<file path="src/rtl/pulse_src_gate_pkg.sv">
// Shared types and limits for the clksrc-domain event gate that feeds the
// pulse synchronizer.
package pulse_src_gate_pkg;

   typedef enum logic [1:0] {IDLE, FIRE, HOLD} gate_state_e;

   localparam int HOLDOFF_MIN = 1;

endpackage

</file>
<file path="src/rtl/pulse_src_gate.sv">
// Rate-limiting event gate: counts dense ev_in strobes and re-issues them as
// single-cycle pulses spaced HOLDOFF+1 clksrc cycles apart.
module pulse_src_gate
   import pulse_src_gate_pkg::*;
#(
   parameter int CNT_W   = 4,
   parameter int HOLDOFF = 16
) (
   input  logic             clksrc,
   input  logic             resetb_clksrc,
   input  logic             ev_in,
   input  logic             clr_ovf,
   output logic             pulse_src,
   output logic [CNT_W-1:0] pending,
   output logic             busy,
   output logic             overflow
);

   localparam int                 HCNT_W    = $clog2(HOLDOFF + 1);
   localparam logic [HCNT_W-1:0]  HOLD_LOAD = HCNT_W'(HOLDOFF - 1);
   localparam logic [CNT_W-1:0]   PEND_MAX  = '1;

   generate
      if (HOLDOFF < HOLDOFF_MIN || CNT_W < 1) begin : g_param_err
         $error("pulse_src_gate: HOLDOFF must be >= %0d and CNT_W >= 1", HOLDOFF_MIN);
      end
   endgenerate

   gate_state_e        state_q;
   gate_state_e        state_d;
   logic [HCNT_W-1:0]  hold_cnt_q;
   logic [HCNT_W-1:0]  hold_cnt_d;
   logic [CNT_W-1:0]   pending_q;
   logic [CNT_W-1:0]   pending_d;
   logic               pulse_q;
   logic               ovf_q;
   logic               ovf_d;
   logic               enter_fire;
   logic               ev_accept;
   logic               ev_drop;

   // State register
   always_ff @(posedge clksrc or negedge resetb_clksrc) begin
      if (!resetb_clksrc) begin
         state_q <= IDLE;
      end else begin
         state_q <= state_d;
      end
   end

   // Next-state logic; depends only on registered values
   always_comb begin
      state_d = state_q;
      case (state_q)
         IDLE: begin
            if (pending_q != '0) begin
               state_d = FIRE;
            end
         end
         FIRE: begin
            state_d = HOLD;
         end
         HOLD: begin
            if (hold_cnt_q == '0) begin
               state_d = (pending_q != '0) ? FIRE : IDLE;
            end
         end
         default: begin
            state_d = IDLE;
         end
      endcase
   end

   assign enter_fire = (state_d == FIRE);

   // Output decode
   always_comb begin
      busy = (state_q != IDLE) || (pending_q != '0);
   end

   // A full counter still accepts an event when a pulse is leaving on the same edge
   always_comb begin
      ev_accept = ev_in && ((pending_q != PEND_MAX) || enter_fire);
      ev_drop   = ev_in && !ev_accept;
      pending_d = pending_q;
      case ({ev_accept, enter_fire})
         2'b10:   pending_d = pending_q + CNT_W'(1);
         2'b01:   pending_d = pending_q - CNT_W'(1);
         default: pending_d = pending_q;
      endcase
      ovf_d = ev_drop ? 1'b1 : (clr_ovf ? 1'b0 : ovf_q);
   end

   always_ff @(posedge clksrc or negedge resetb_clksrc) begin
      if (!resetb_clksrc) begin
         pending_q <= '0;
         ovf_q     <= 1'b0;
      end else begin
         pending_q <= pending_d;
         ovf_q     <= ovf_d;
      end
   end

   // Holdoff timer: loaded while in FIRE, counts down through HOLD, stops at zero
   always_comb begin
      hold_cnt_d = hold_cnt_q;
      if (state_q == FIRE) begin
         hold_cnt_d = HOLD_LOAD;
      end else if (state_q == HOLD && hold_cnt_q != '0) begin
         hold_cnt_d = hold_cnt_q - HCNT_W'(1);
      end
   end

   always_ff @(posedge clksrc or negedge resetb_clksrc) begin
      if (!resetb_clksrc) begin
         hold_cnt_q <= '0;
         pulse_q    <= 1'b0;
      end else begin
         hold_cnt_q <= hold_cnt_d;
         pulse_q    <= enter_fire;
      end
   end

   assign pulse_src = pulse_q;
   assign pending   = pending_q;
   assign overflow  = ovf_q;

endmodule

</file>
<file path="config.mk">
export PLATFORM = sky130hd
export DESIGN_NAME = pulse_src_gate
export DESIGN_NICKNAME = d
export VERILOG_FILES = /design/src/rtl/pulse_src_gate_pkg.sv /design/src/rtl/pulse_src_gate.sv
export SDC_FILE = /design/constraint.sdc
export NUM_CORES = 1
export LEC_CHECK = 0
export ABC_AREA = 0
export CORE_MARGIN = 2
export CORE_UTILIZATION = 47
export CTS_CLUSTER_DIAMETER = 30
export DETAILED_ROUTE_END_ITERATION = 8
export HOLD_SLACK_MARGIN = 0.12
export PLACE_DENSITY = 0.71
export SKIP_CTS_REPAIR_TIMING = 1
export SYNTH_ARGS = -nofsm -noshare
export SYNTH_HDL_FRONTEND = slang
export SYNTH_SLANG_ARGS = --single-unit
export TNS_END_PERCENT = 20
</file>
<file path="constraint.sdc">
create_clock -name clksrc -period 3.05 [get_ports clksrc]
set_clock_uncertainty 0.15 [all_clocks]
set_input_delay 0.4575 -clock clksrc [delete_from_list [all_inputs] [get_ports clksrc]]
set_output_delay 0.4575 -clock clksrc [all_outputs]
set_load 0.01 [all_outputs]
</file>
After elaboration in Yosys (flattened, before gate mapping)

Cells that the tools add are included.

Flip-flop bits (word level): 13
Input bits: 4
Output and inout bits: 7
Logic and storage cells: 37

$add $sub $neg: 3
Equality and inequality tests: 6
Muxes and demuxes: 9
Reduce and logical (&&, ||, !) cells: 14

Operators with widths:

| cell                                                | count |
|---|---|
| two-way mux 5 bit                                   | 2 |
| one-hot mux 4 bit (2 select lines)                  | 1 |
| nonzero test 2 bit                                  | 4 |
| equality test 2 x 1 -> 1 bit, second input constant | 3 |
| one-hot mux 2 bit (3 select lines)                  | 1 |
| logical NOT 5 bit                                   | 1 |
| nonzero test 5 bit                                  | 1 |
| subtractor 5 x 1 -> 5 bit, second input constant    | 1 |
| adder 4 x 1 -> 4 bit, second input constant         | 1 |
| equality test 2 bit, second input constant          | 2 |
| two-way mux 2 bit                                   | 2 |
| != test 4 bit, second input constant                | 1 |
| nonzero test 4 bit                                  | 1 |
| subtractor 4 x 1 -> 4 bit, second input constant    | 1 |
| logical AND 1 bit                                   | 3 |
| two-way mux 1 bit                                   | 3 |
| logical NOT 2 bit                                   | 1 |
| logical OR 1 bit                                    | 2 |
| logical NOT 1 bit                                   | 1 |

Logic depth before layout (Yosys ltp)

Depth after elaboration: 10
Gate-level depth with buffers: 11

Least setup slack after synthesis

Ideal clock, no wire load.

Path type: register -> register
From: register hold_cnt_q[0]
To: register pending_q[3] (netlist: pending[3])
Arrival time: 2.578 ns
Data required time: 2.772 ns
Setup slack: 0.193 ns
Stages on the path, launching flop included: 12
Buffers on the path: 1
Period minus slack after synthesis: 2.857 ns
Cell sequence: dfrtp_1 -> inv_1 -> ha_1 -> or4b_4 -> buf_6 -> a2111o_1 -> inv_1 -> ha_1 -> a21oi_1 -> a211o_1 -> o22ai_2 -> xor2_1

Longest elaborated chain between the ends: 8

Ends and longest elaborated chain:

| what                                                                     | RTL line              | source |
|---|---|---|
| start: declaration                                                       | pulse_src_gate.sv:31  | `logic [HCNT_W-1:0] hold_cnt_q;` |
| start signal: assignment                                                 | pulse_src_gate.sv:119 | `hold_cnt_q <= hold_cnt_d;` |
| logical NOT 5 bit *                                                      | pulse_src_gate.sv:64  | `if (hold_cnt_q == '0) begin` |
| two-way mux 2 bit *                                                      | pulse_src_gate.sv:64  |  |
| one-hot mux 2 bit (3 select lines) *                                     | pulse_src_gate.sv:54  | `case (state_q)` |
| equality test 2 x 1 -> 1 bit *                                           | pulse_src_gate.sv:74  | `assign enter_fire = (state_d == FIRE);` |
| logical OR 1 bit                                                         | pulse_src_gate.sv:83  | `ev_accept = ev_in && ((pending_q != PEND_MAX) \|\| enter_fire);` |
| logical AND 1 bit                                                        | pulse_src_gate.sv:83  |  |
| equality test 2 x 1 -> 1 bit or equality test 2 bit (tied branches)      | pulse_src_gate.sv:86  | `case ({ev_accept, enter_fire})` |
| one-hot mux 4 bit (2 select lines) or nonzero test 2 bit (tied branches) | n/a                   |  |
| end signal: assignment                                                   | pulse_src_gate.sv:99  | `pending_q <= pending_d;` |
| end: declaration                                                         | pulse_src_gate.sv:33  | `logic [CNT_W-1:0] pending_q;` |

Mark *: on every way between the ends. The rest lies on a longest branch, timed or not.
A chain may end at the register's enable or synchronous reset.

Final worst setup path

Same ends and word-level chain as after synthesis.

==> key figures <==
Power
  • Lkg Pwr: 0.000413 uW
  • Power per cell area: 1010 mW/mm^2
  • VDD IR max: between 500 and 600 uV

Floorplan
  • Core Area: 0.00154 mm^2
  • Die H: 45.0 um
  • Top-Level Pins: 11
  • Die ar.: 0.00202 mm^2
  • Std-Cell Rows: 14
  • Initial core utilization: 0.511
  • Die X: about 45 um

Clocking
  • Clock Latency Late Sink: 0.27 ns
  • Htree depth: 1
  • Clock slew seen by the registers of the worst setup and hold paths: 0.07 ns
  • CTS tree: done
  • Total CTS buffers: 3
  • Clock Tree Root: clkbuf_4
  • Max Root-Sink Buffers: 2
  • Clock tree sinks: 13

Critical path
  • Critical path endpoint: pending[3]
  • Worst reg2reg startpoint: hold_cnt_q[0]
  • Crit path launch type: flop
  • CP arrival: roughly 2.8 ns
  • R2R Setup Slk: 0.21 ns
  • Required time of the critical path: 3.05 ns
  • Critical path type: reg -> reg
  • Setup crit end kind: flop
  • FF-to-FF path depth: 10
  • CP max FO: 3
  • Reg-to-reg endpoint: pending[3]
  • Worst Setup SP: hold_cnt_q[0]

STA
  • Minimum clock period: 2.84 ns
  • Max Fclk: 352 MHz
  • Period Utilization, post-route: 0.930
  • Relative slew slack: 0.627
  • Least-Margin Pin Slew: about 0.56 ns
  • Hold Violations, Final: 0
  • RSZ-0062 raised after global routing: no
  • Final setup fails: 0
  • Post-Route Setup TNS: 0 ns
  • Pins over their slew limit: 0

Detailed routing
  • Routed WL per cell: 14.1 um
  • Antenna-violating nets left: 0
  • Final WL: 1500 um
  • Drt drc: 0
  • Vias: a little over 600
  • Drt first pass iters: 4
  • Via/cell ratio: slightly below 6
  • Detailed router's first-iteration violation count: 21

Synth
  • Yosys top cell by area: dfrtp_1
  • Fraction of registers with async set/reset: 1.00
  • Post-synth net total: 85
  • Post-synthesis cell count: 76
  • Post-synth cell types: 32
  • Top cell type's share of synthesized area: 0.413
  • Dominant synthesized flop cell: dfrtp_1
  • Ranking of synthesized cells by area: dfrtp_1 41%, ha_1 6.3%, inv_1 4.3%
  • Register area share after synthesis: 0.413
  • Yosys warnings: 0
  • Post-Syn Area: 788 um^2
  • Post-synthesis register bit count: 13
  • Post-synth EDFFs: 0
  • Synth Area per Inst: between 10 and 15 um^2
  • Most common cell in the netlist: dfrtp_1
  • Post-synth top cells: 13 x dfrtp_1, 9 x inv_1, 6 x nand3_1

Cells and area
  • Layout area overhead: 18.1%
  • Share of cells above drive strength 1: 0.122
  • Final Util: 0.604
  • # diodes: 0
  • Nets: 100
  • Filler cells: 135

Job
  • Max cap viols: 0

Global route
  • Vias in the first global route: ~570
  • Initial antenna violation count: 0
  • Largest net degree at the start of global routing: 14
  • GRT Residual Overflow: 0
  • Global-route wire length before repair: 2550 um
  • GRT Total Usage: 0.176

Run status
  • Run status: completed

Placed design
  • Detailed placer's ending HPWL: 1140 um
  • Gpl congestion: 0.865
  • Port Buf Inserts: 10

Worst hold path
  • Min-delay src: hold_cnt_q[3]
  • Worst min path class: reg -> reg
[sequential cells by signal (all words and copies together), names as in the netlist]
| register | count |
|---|---|
| hold_cnt_q | 5 |
| pending | 4 |
| state_q | 2 |
| overflow | 1 |
| pulse_src | 1 |
[metal layers]
metal	GRT usage	routed length, um	up-vias
met1	0.239	735	296
li1	-	-	305
met5	0	0	-
met4	0.0706	23	0
met2	0.257	679	13
met3	0.0600	59	4
[kinds of logic (layout without fill, tap and decap cells)]
| kind of cell | Yosys count | count (layout) | synth area share |
|---|---|---|---|
| fa+ha+maj | 5 | 5 | 0.0889 |
| simple gates | 19 | 19 | 0.132 |
| mux | 2 | 2 | 0.0270 |
| compound gates | 21 | 21 | 0.219 |
| buf+inv | 12 | 26 | 0.0762 |
| flops | 13 | 13 | 0.413 |
| xor+xnor | 4 | 4 | 0.0445 |
[worst min-delay path by stage]
| stage | to | depth (start not counted) |
|---|---|---|
| 3_3_place_gp | overflow | 2 |
| 3_5_place_dp | hold_cnt_q[3] | 1 |
| 5_1_grt | hold_cnt_q[3] | 1 |
| 2_1_floorplan | hold_cnt_q[0] | 0 |
| 4_1_cts | hold_cnt_q[3] | 1 |
| 6_report | hold_cnt_q[3] | 1 |
[metrics by stage]
| stage | worst slack [ns] | hold slack (ns) | instances | instance area, um^2 | power (uW) |
|---|---|---|---|---|---|
| floorplan | 0.193 | 0.0119 | 76 | 788 | 683 |
| global placement | 0.313 | 0.363 | 102 | 905 | 822 |
| detailed placement | 0.226 | 0.372 | 102 | 905 | 840 |
| CTS | 0.206 | 0.382 | 106 | 931 | 946 |
| global route | 0.0604 | 0.407 | 106 | 931 | 1020 |
| finish | 0.212 | 0.380 | 106 | 931 | 939 |
[where the power goes]
part,switching (uW),total (uW),internal (uW)
sequential,114,358,244
clock,49.9,101,50.6
combinational,232,480,248
[worst max-delay path, cell delays in order, from the launching register on]
cell and delay (ns):
dfrtp_1 0.40, inv_1 0.12, ha_1 0.18, or4b_4 0.46, a2111o_1 0.44, inv_1 0.09
ha_1 0.27, a21oi_1 0.22, a211o_1 0.17, o22ai_2 0.07, xor2_1 0.16
[final cells by class]
cell class | count | area [um^2] | share of cell area
clock buffer | 4 | 26.3 | 0.0282
inverter | 9 | 33.8 | 0.0363
multi-input combinational | 51 | 403 | 0.433
sequential | 13 | 325 | 0.349
tap | 16 | 20.0 | 0.0215
timing repair buffer | 13 | 123 | 0.132
[cells in the final DEF (no fill, tap or decap), drive strengths merged, types with 2 or more instances in the layout]
cell / Yosys / routed
dfrtp: 13 / 13
clkdlybuf4s50: 0 / 10
inv: 9 / 9
nand3: 6 / 6
a21oi: 5 / 5
nand2: 4 / 4
ha: 4 / 4
clkbuf: 1 / 4
nor2: 3 / 3
buf: 2 / 3
o21ai: 3 / 3
nor4: 2 / 2
xnor2: 2 / 2
xor2: 2 / 2
a32o: 2 / 2
a2bb2oi: 2 / 2
a211oi: 2 / 2
Note: power is estimated with default switching activity, not from simulation.
==> RTL edit, RTL diff (same flow settings) <==
Add an input register stage for `ev_in` and `clr_ovf`, with the module's reset; this delays them by one clock.
--- a/src/rtl/pulse_src_gate.sv
+++ b/src/rtl/pulse_src_gate.sv
@@ -19,6 +19,19 @@
    localparam int                 HCNT_W    = $clog2(HOLDOFF + 1);
    localparam logic [HCNT_W-1:0]  HOLD_LOAD = HCNT_W'(HOLDOFF - 1);
    localparam logic [CNT_W-1:0]   PEND_MAX  = '1;
+
+   logic ev_q;
+   logic clr_ovf_q;
+
+   always_ff @(posedge clksrc or negedge resetb_clksrc) begin
+      if (!resetb_clksrc) begin
+         ev_q      <= '0;
+         clr_ovf_q <= '0;
+      end else begin
+         ev_q      <= ev_in;
+         clr_ovf_q <= clr_ovf;
+      end
+   end
 
    generate
       if (HOLDOFF < HOLDOFF_MIN || CNT_W < 1) begin : g_param_err
@@ -80,15 +93,15 @@
 
    // A full counter still accepts an event when a pulse is leaving on the same edge
    always_comb begin
-      ev_accept = ev_in && ((pending_q != PEND_MAX) || enter_fire);
-      ev_drop   = ev_in && !ev_accept;
+      ev_accept = ev_q && ((pending_q != PEND_MAX) || enter_fire);
+      ev_drop   = ev_q && !ev_accept;
       pending_d = pending_q;
       case ({ev_accept, enter_fire})
          2'b10:   pending_d = pending_q + CNT_W'(1);
          2'b01:   pending_d = pending_q - CNT_W'(1);
          default: pending_d = pending_q;
       endcase
-      ovf_d = ev_drop ? 1'b1 : (clr_ovf ? 1'b0 : ovf_q);
+      ovf_d = ev_drop ? 1'b1 : (clr_ovf_q ? 1'b0 : ovf_q);
    end
 
    always_ff @(posedge clksrc or negedge resetb_clksrc) begin
Function: changed (Yosys sat finds a counterexample within 4 cycles, from zero or initial values and one cycle with resetb_clksrc low).
==> RTL edit against the original RTL <==
- worst setup slack got worse by 0.015 ns
- routed wire length shrank 1.5%
- power rose by 5.6%
- synthesized area up 6.7%
- clock power rose by 14%
- cell area increased by 6.0%
- sequential cell count grew 2
- critical path type unchanged
- critical endpoint unchanged
- highest routed layer unchanged
==> RTL edit: results (changes against the original RTL) <==
<table>
<tr><th>Metric</th><th>Value</th></tr>
<tr><th colspan="2">Route</th></tr>
<tr><td>Wire length per cell after detailed routing</td><td>12.5 µm (was 14.1 µm)</td></tr>
<tr><td>Detail-routed via count per cell</td><td>5.49 (was 5.83)</td></tr>
<tr><td>Starting DRT DRC Count</td><td>16 (was 21)</td></tr>
<tr><th colspan="2">Yosys</th></tr>
<tr><td>Number of distinct library cells after synthesis</td><td>30 (was 32)</td></tr>
<tr><td>Area share of fa/ha/maj cells after synthesis</td><td>0.0833 (was 0.0889)</td></tr>
<tr><td>Leading post-synthesis cells by instance count</td><td>dfrtp_1, inv_1, nand2_1, nor2_1 (was dfrtp_1, inv_1, nand3_1, a21oi_1)</td></tr>
<tr><td>Synth Area in XOR/XNOR</td><td>0.0417 (was 0.0444)</td></tr>
<tr><td>Cell types with the largest area share after synthesis</td><td>dfrtp_1, ha_1, inv_1 (unchanged)</td></tr>
<tr><td>Mean area per synthesized cell</td><td>10.6 µm² (was 10.4 µm²)</td></tr>
<tr><td>Sequential element share of the synthesized area</td><td>0.446 (was 0.413)</td></tr>
<tr><th colspan="2">Worst hold path</th></tr>
<tr><td>Hold Path Origin</td><td>clr_ovf_q (was hold_cnt_q[3])</td></tr>
<tr><td>Worst Hold End</td><td>overflow (was hold_cnt_q[3])</td></tr>
<tr><th colspan="2">Global route</th></tr>
<tr><td>GRT met1 Usage</td><td>0.233 (was 0.239)</td></tr>
<tr><td>Met2 global-route usage</td><td>0.250 (was 0.257)</td></tr>
<tr><td>Pin count of the biggest net entering global routing</td><td>16 (was 14)</td></tr>
<tr><td>Via count of the first global-routing pass</td><td>601 (was 572)</td></tr>
<tr><td>Combined global-route utilization of all metal layers</td><td>0.171 (was 0.176)</td></tr>
<tr><th colspan="2">Placed design</th></tr>
<tr><td>Placed Area</td><td>960 µm² (was 905 µm²)</td></tr>
<tr><td>GP Congestion</td><td>0.777 (was 0.865)</td></tr>
<tr><td>Number of placed cells counting well taps</td><td>114 (was 102)</td></tr>
<tr><th colspan="2">Cells and area</th></tr>
<tr><td>Fraction of layout instances using a drive strength above 1</td><td>0.108 (was 0.122)</td></tr>
<tr><td>NumNets Final</td><td>103 (was 100)</td></tr>
<tr><th colspan="2">Power</th></tr>
<tr><td>Power dissipated in the clock network</td><td>0.115 mW (was 0.101 mW)</td></tr>
<tr><td>Highest ir drop seen on vdd</td><td>448 µV (was 507 µV)</td></tr>
<tr><th colspan="2">Setup path</th></tr>
<tr><td>Biggest cell delay along the critical path</td><td>0.50 ns (was 0.46 ns)</td></tr>
<tr><td>CP arrival</td><td>2.88 ns (was 2.84 ns)</td></tr>
<tr><th colspan="2">Outcome</th></tr>
<tr><td>Outcome</td><td>finished clean (unchanged)</td></tr>
</table>
-- RTL edit: cell count changes in the layout (fill, tap and decap cells not counted), sizes merged, moves of 2 or more --
cell / before / now
nand2: 4 / 6
a21oi: 5 / 3
nand3: 6 / 4
dfrtp: 13 / 15
nor2: 3 / 6
-- RTL edit: per-stage QoR --
step                hold slack, ns  setup slack [ns]  power (mW)
floorplan                   0.0119             0.275       0.739
global route                 0.309            0.0202        1.08
CTS                          0.297             0.181       0.995
global placement             0.283             0.268       0.866
detailed placement           0.284             0.198       0.881
finish                       0.293             0.197       0.992
-- RTL edit: routing by layer --
| metal | wire length (µm) | vias to the layer above |
|---|---|---|
| met5 | 0 | - |
| met4 | 31 | 0 |
| met3 | 57 | 5 |
| met2 | 653 | 15 |
| met1 | 732 | 310 |
| li1 | - | 318 |
-- RTL edit: layout make-up --
cell class,instances,area (µm²)
inverter,9,33.8
sequential,15,375
tap,25,31.3
multi-input combinational,53,404
fill,148,721
clock buffer,3,22.5
timing repair buffer,12,115
clock inverter,1,5.00
